<file path="config.mk">
export PLATFORM = sky130hd
export DESIGN_NAME = wrr_arbiter
export DESIGN_NICKNAME = d
export VERILOG_FILES = /design/src/rtl/arb_pkg.sv /design/src/rtl/rr_pick.sv /design/src/rtl/wrr_arbiter.sv
export SDC_FILE = /design/constraint.sdc
export NUM_CORES = 1
export LEC_CHECK = 0
export ABC_AREA = 1
export ABC_CLOCK_PERIOD_IN_PS = 7400
export CAP_MARGIN = 10
export CORE_ASPECT_RATIO = 1.2
export CORE_MARGIN = 4
export CORE_UTILIZATION = 40
export DETAILED_ROUTE_END_ITERATION = 7
export GPL_ROUTABILITY_DRIVEN = 0
export GPL_TIMING_DRIVEN = 0
export MAX_ROUTING_LAYER = met4
export PLACE_DENSITY = 0.69
export SETUP_SLACK_MARGIN = 0.02
export SLEW_MARGIN = 20
export SYNTH_ARGS = -nofsm -noshare
export SYNTH_HDL_FRONTEND = slang
export SYNTH_HIERARCHICAL = 1
export SYNTH_SLANG_ARGS = --single-unit
</file>
<file path="constraint.sdc">
create_clock -name clk -period 7.4 [get_ports clk]
set_input_delay 1.11 -clock clk [delete_from_list [all_inputs] [get_ports clk]]
set_output_delay 1.11 -clock clk [all_outputs]
set_load 0.02 [all_outputs]
</file>
<file path="src/rtl/arb_pkg.sv">
// arb_pkg: shared state type and pick helpers for the weighted round-robin arbiter
package arb_pkg;
   typedef enum logic {IDLE, GRANT} arb_state_t;
   // widest requester vector the helpers below can scan
   localparam int MAX_N = 64;
   function automatic int iw(input int n);
      return (n > 1) ? $clog2(n) : 1;
   endfunction
   function automatic logic [MAX_N-1:0] onehot(input int idx);
      return MAX_N'(1) << idx;
   endfunction
   // lowest set bit above ptr, else lowest set bit overall (wrap), else 0
   function automatic int ffs_from(input logic [MAX_N-1:0] vec, input int ptr);
      int first;
      int masked;
      first = 0;
      masked = -1;
      for (int i = MAX_N - 1; i >= 0; i--) begin
         if (vec[i]) first = i;
         if (vec[i] && i > ptr) masked = i;
      end
      return (masked >= 0) ? masked : first;
   endfunction
endpackage

</file>
<file path="src/rtl/rr_pick.sv">
// rr_pick: combinational round-robin winner select starting just after ptr
module rr_pick import arb_pkg::*; #(
   parameter int N  = 32,
   parameter int IW = $clog2(N)
) (
   input  logic [N-1:0]  vec,
   input  logic [IW-1:0] ptr,
   output logic [N-1:0]  onehot,
   output logic [IW-1:0] idx,
   output logic          any
);
   // masked find-first-set with fallback to the full vector when nothing lies above ptr
   always_comb begin
      any = |vec;
      idx = IW'(ffs_from(MAX_N'(vec), int'(ptr)));
      onehot = any ? N'(arb_pkg::onehot(int'(idx))) : '0;
   end
endmodule

</file>
<file path="src/rtl/wrr_arbiter.sv">
// wrr_arbiter: weighted round-robin arbiter holding a grant for up to weight+1 acked beats
module wrr_arbiter import arb_pkg::*; #(
   parameter int N  = 32,
   parameter int WW = 4
) (
   input  logic                  clk,
   input  logic                  rst,
   input  logic [N-1:0]          req,
   input  logic [N*WW-1:0]       weight,
   input  logic                  ack,
   output logic [N-1:0]          gnt,
   output logic [iw(N)-1:0]      gnt_id,
   output logic                  gnt_valid
);
   localparam int IW = iw(N);
   arb_state_t    state;
   logic [IW-1:0] ptr, cur, pidx, pptr;
   logic [WW-1:0] credit;
   logic [N-1:0]  pvec, poh;
   logic          pany, rel;
   // candidates: all requesters when idle, everyone but the holder when releasing
   always_comb begin
      pvec = (state == GRANT) ? (req & ~gnt) : req;
      pptr = (state == GRANT) ? cur : ptr;
      rel = (state == GRANT) && (!req[cur] || (ack && credit == '0));
   end
   rr_pick #(.N(N), .IW(IW)) u_pick (
      .vec(pvec),
      .ptr(pptr),
      .onehot(poh),
      .idx(pidx),
      .any(pany)
   );
   assign gnt_valid = |gnt;
   // grant FSM: load winner, count down burst credit, hand over or regrant on release
   always_ff @(posedge clk) begin
      if (rst) begin
         state <= IDLE;
         ptr <= IW'(N - 1);
         cur <= '0;
         credit <= '0;
         gnt <= '0;
         gnt_id <= '0;
      end else if (state == IDLE) begin
         if (pany) begin
            state <= GRANT;
            cur <= pidx;
            gnt <= poh;
            gnt_id <= pidx;
            credit <= weight[pidx*WW +: WW];
         end
      end else if (rel) begin
         ptr <= cur;
         if (pany) begin
            cur <= pidx;
            gnt <= poh;
            gnt_id <= pidx;
            credit <= weight[pidx*WW +: WW];
         end else if (req[cur]) begin
            credit <= weight[cur*WW +: WW];
         end else begin
            state <= IDLE;
            gnt <= '0;
            gnt_id <= '0;
            credit <= '0;
         end
      end else if (ack) begin
         credit <= credit - 1'b1;
      end
   end
endmodule

</file>
==> metrics.cfg <==
[global_routing]
grt.busiest_layer = met2
gr-usage-all-layers_pct = 34.1
grt_pass1_wl_mm = 52.1
use_met3_pct = 6.22
grt-ovfl-total = 0
antenna_found_initial = 0
gr-usage-met1_pct = 37.0
grt_max_degree = 19
use_met2_pct = 55.2
first_global_vias = 9975

[sta]
tns_ns = 0
clock_skew_ns = 0.00473
worstMarginPinSlew_ns = 0.872
maxSlewViolCount = 0
setup_viol = 0
fin_crit_ns = 6.61
rsz0062_at_grt = false
whs_ns = 0.464
min_period_over_period_pct = 89.4
timing.fmax_mhz = 151
hold_viol = 0
slew_headroom_pct = 41.3

[worst_setup_path]
reg2reg_setup_slack_ns = 0.79
cp_max_fo = 10
critical_path_class = reg2reg
critPathMaxStageDelay_ns = 0.78
endpoint_kind = flip-flop
required_ns = 7.59
cp-start-kind = flip-flop
cpMostUsedCell = nand3_1
worst_path_max_delay_cell = o21ai_0
worstPathArrival_ns = 6.81

[detailed_routing]
drt_iter0_markers = 1106
drt_wl_total_mm = 34.3
wl_per_cell_um = 19.7
antenna_left = 0
drc = 0
dr.pass1.iters = 8
vias_per_cell = 5.87
vias = 10205

[synthesis]
yosys.area.top_type = nand2_1
ys_top_cells_by_area = nand2_1 18%, dfxtp_1 15%, nand3_1 13%
ys_seq_area_share_pct = 14.7
syn_inst = 1311
post_synth.cell_area_avg_um2 = 5.39
synthFlopType = dfxtp_1
syn_nets = 1476
ys_warn_count = 6
synth-seq-cells = 52
netlist_area_um2 = 7070
ys_types = 44
synth_top_area_share_pct = 18.5
async_reset_ff_share_pct = 0
synth_edf_count = 0

[cells_and_area]
area_delta_synth_final_pct = 34.2
layout_common_cells = 348 x nand2_1, 199 x clkdlybuf4s50_1, 187 x nand3_1
fillCellCount = 1864
register_area_um2 = 1040
diodes = 0
multi_input_area_um2 = 5080
layout_commonest_cell = nand2_1
drive_gt1_share_pct = 8.50
nets = 1682

[clock_network]
cts.sinks = 52
cts_resized = 0
clock_latency_ns = 0.30
cts_buffers = 5
cts_tree = built
postCtsSetupBuffers = 0
cts_buffer_depth = 2
cts_htree_levels = 2
root_buffer = clkbuf_16
clkTransAtPathRegs_ns = 0.07
postCtsHoldBufs = 0

[floorplan]
die_w_um = 129
row_count = 53
fp.dieArea_um2 = 19900
die_h_um = 154
ios = 201
fp.coreArea_um2 = 17400
start_util_pct = 40.5

[run]
maxCapViolations = 0

[power]
fin_total_pwr_w = 0.00386
powerDensity_nw_per_um2 = 407
vdd_drop_max_mv = 0.259
power.static_leakage_nw = 4.27

[placement]
portBuffers = 199
hpwl_mm = 26.8

[outcome]
outcome = finished clean

[min_path]
hold_class = reg2reg

## state kept, by name (all words and copies together) (netlist names)
signal and count:
credit 4, cur 5, gnt 32, gnt_id 5, ptr 5, state 1
## stage by stage
stage | cells | util [%] | area (um^2) | setup slack, ns
2_1_floorplan | 1311 | - | 7070 | 3.10
3_3_place_gp | 1730 | 53.5 | 9340 | 1.28
3_5_place_dp | 1730 | 53.5 | 9340 | 1.22
4_1_cts | 1738 | 54.4 | 9490 | 1.17
5_1_grt | 1738 | 54.4 | 9490 | 0.369
6_report | 1738 | 54.4 | 9490 | 0.786
## synthesized netlist by cell type (2+ instances only)
library cell / n
a211oi_1: 3
a21boi_0: 32
a21oi_1: 87
a21oi_2: 20
a31oi_1: 2
buf_1: 12
buf_12: 3
buf_2: 28
buf_4: 5
buf_6: 10
clkbuf_1: 26
clkinv_1: 3
dfxtp_1: 52
ha_1: 2
inv_1: 109
inv_2: 6
nand2_1: 348
nand2_2: 33
nand2_4: 2
nand3_1: 187
nand3_4: 2
nand4_1: 22
nor2_1: 151
nor2_2: 7
nor3_1: 5
nor4_1: 10
o211ai_1: 25
o21ai_0: 92
o21ai_1: 11
o31ai_1: 2
## worst max-delay path, delay by kind of cell (launching register included)
| kind | cells | cell delay, ns |
|---|---|---|
| buf+inv | 9 | 2.28 |
| simple gates | 13 | 2.16 |
| compound gates | 6 | 1.65 |
| flops | 1 | 0.39 |
## per-layer routing
layer / vias up / part of all wire (%)
met5: - / 0
met3: 224 / 9.8
li1: 4760 / -
met2: 709 / 46
met1: 4512 / 36
met4: 0 / 8.5
## worst paths after layout
check                                       startpoint                     end  cells past startpoint
worst max-delay path               cur[1]$_SDFFE_PP0P_  credit[3]$_SDFFE_PP0P_                     28
worst min-delay path            gnt_id[1]$_SDFFE_PP0P_  gnt_id[1]$_SDFFE_PP0P_                      2
worst max register to register     cur[1]$_SDFFE_PP0P_  credit[3]$_SDFFE_PP0P_                     28
worst min register to register  gnt_id[1]$_SDFFE_PP0P_  gnt_id[1]$_SDFFE_PP0P_                      2
## power by group
| part | internal, W | switching (W) | total [W] |
|---|---|---|---|
| combinational | 0.00102 | 0.00217 | 0.00319 |
| clock | 0.000128 | 0.000115 | 0.000243 |
| sequential | 0.000355 | 0.0000774 | 0.000432 |
| total | 0.00150 | 0.00236 | 0.00386 |
## cell type report
cell class                      instances  share of cell area (%)
Buffer                                 84                    5.20
Clock buffer                            5                    1.32
Clock inverter                          3                   0.264
Inverter                              120                    4.84
Multi-Input combinational cell       1055                    53.5
Sequential cell                        52                    11.0
Tap cell                              220                    2.90
Timing Repair Buffer                  199                    21.0
## logic make-up after synthesis
| family | Yosys count | synth area share (%) |
|---|---|---|
| xor gates and xnor gates | 2 | 0.248 |
| and+or+nand+nor | 772 | 47.8 |
| buffers and inverters | 204 | 13.5 |
| AOI/OAI and AO/OA | 279 | 23.4 |
| adders and majority gates | 2 | 0.354 |
| DFF | 52 | 14.7 |
No activity file was read; power rests on OpenSTA's default activity.
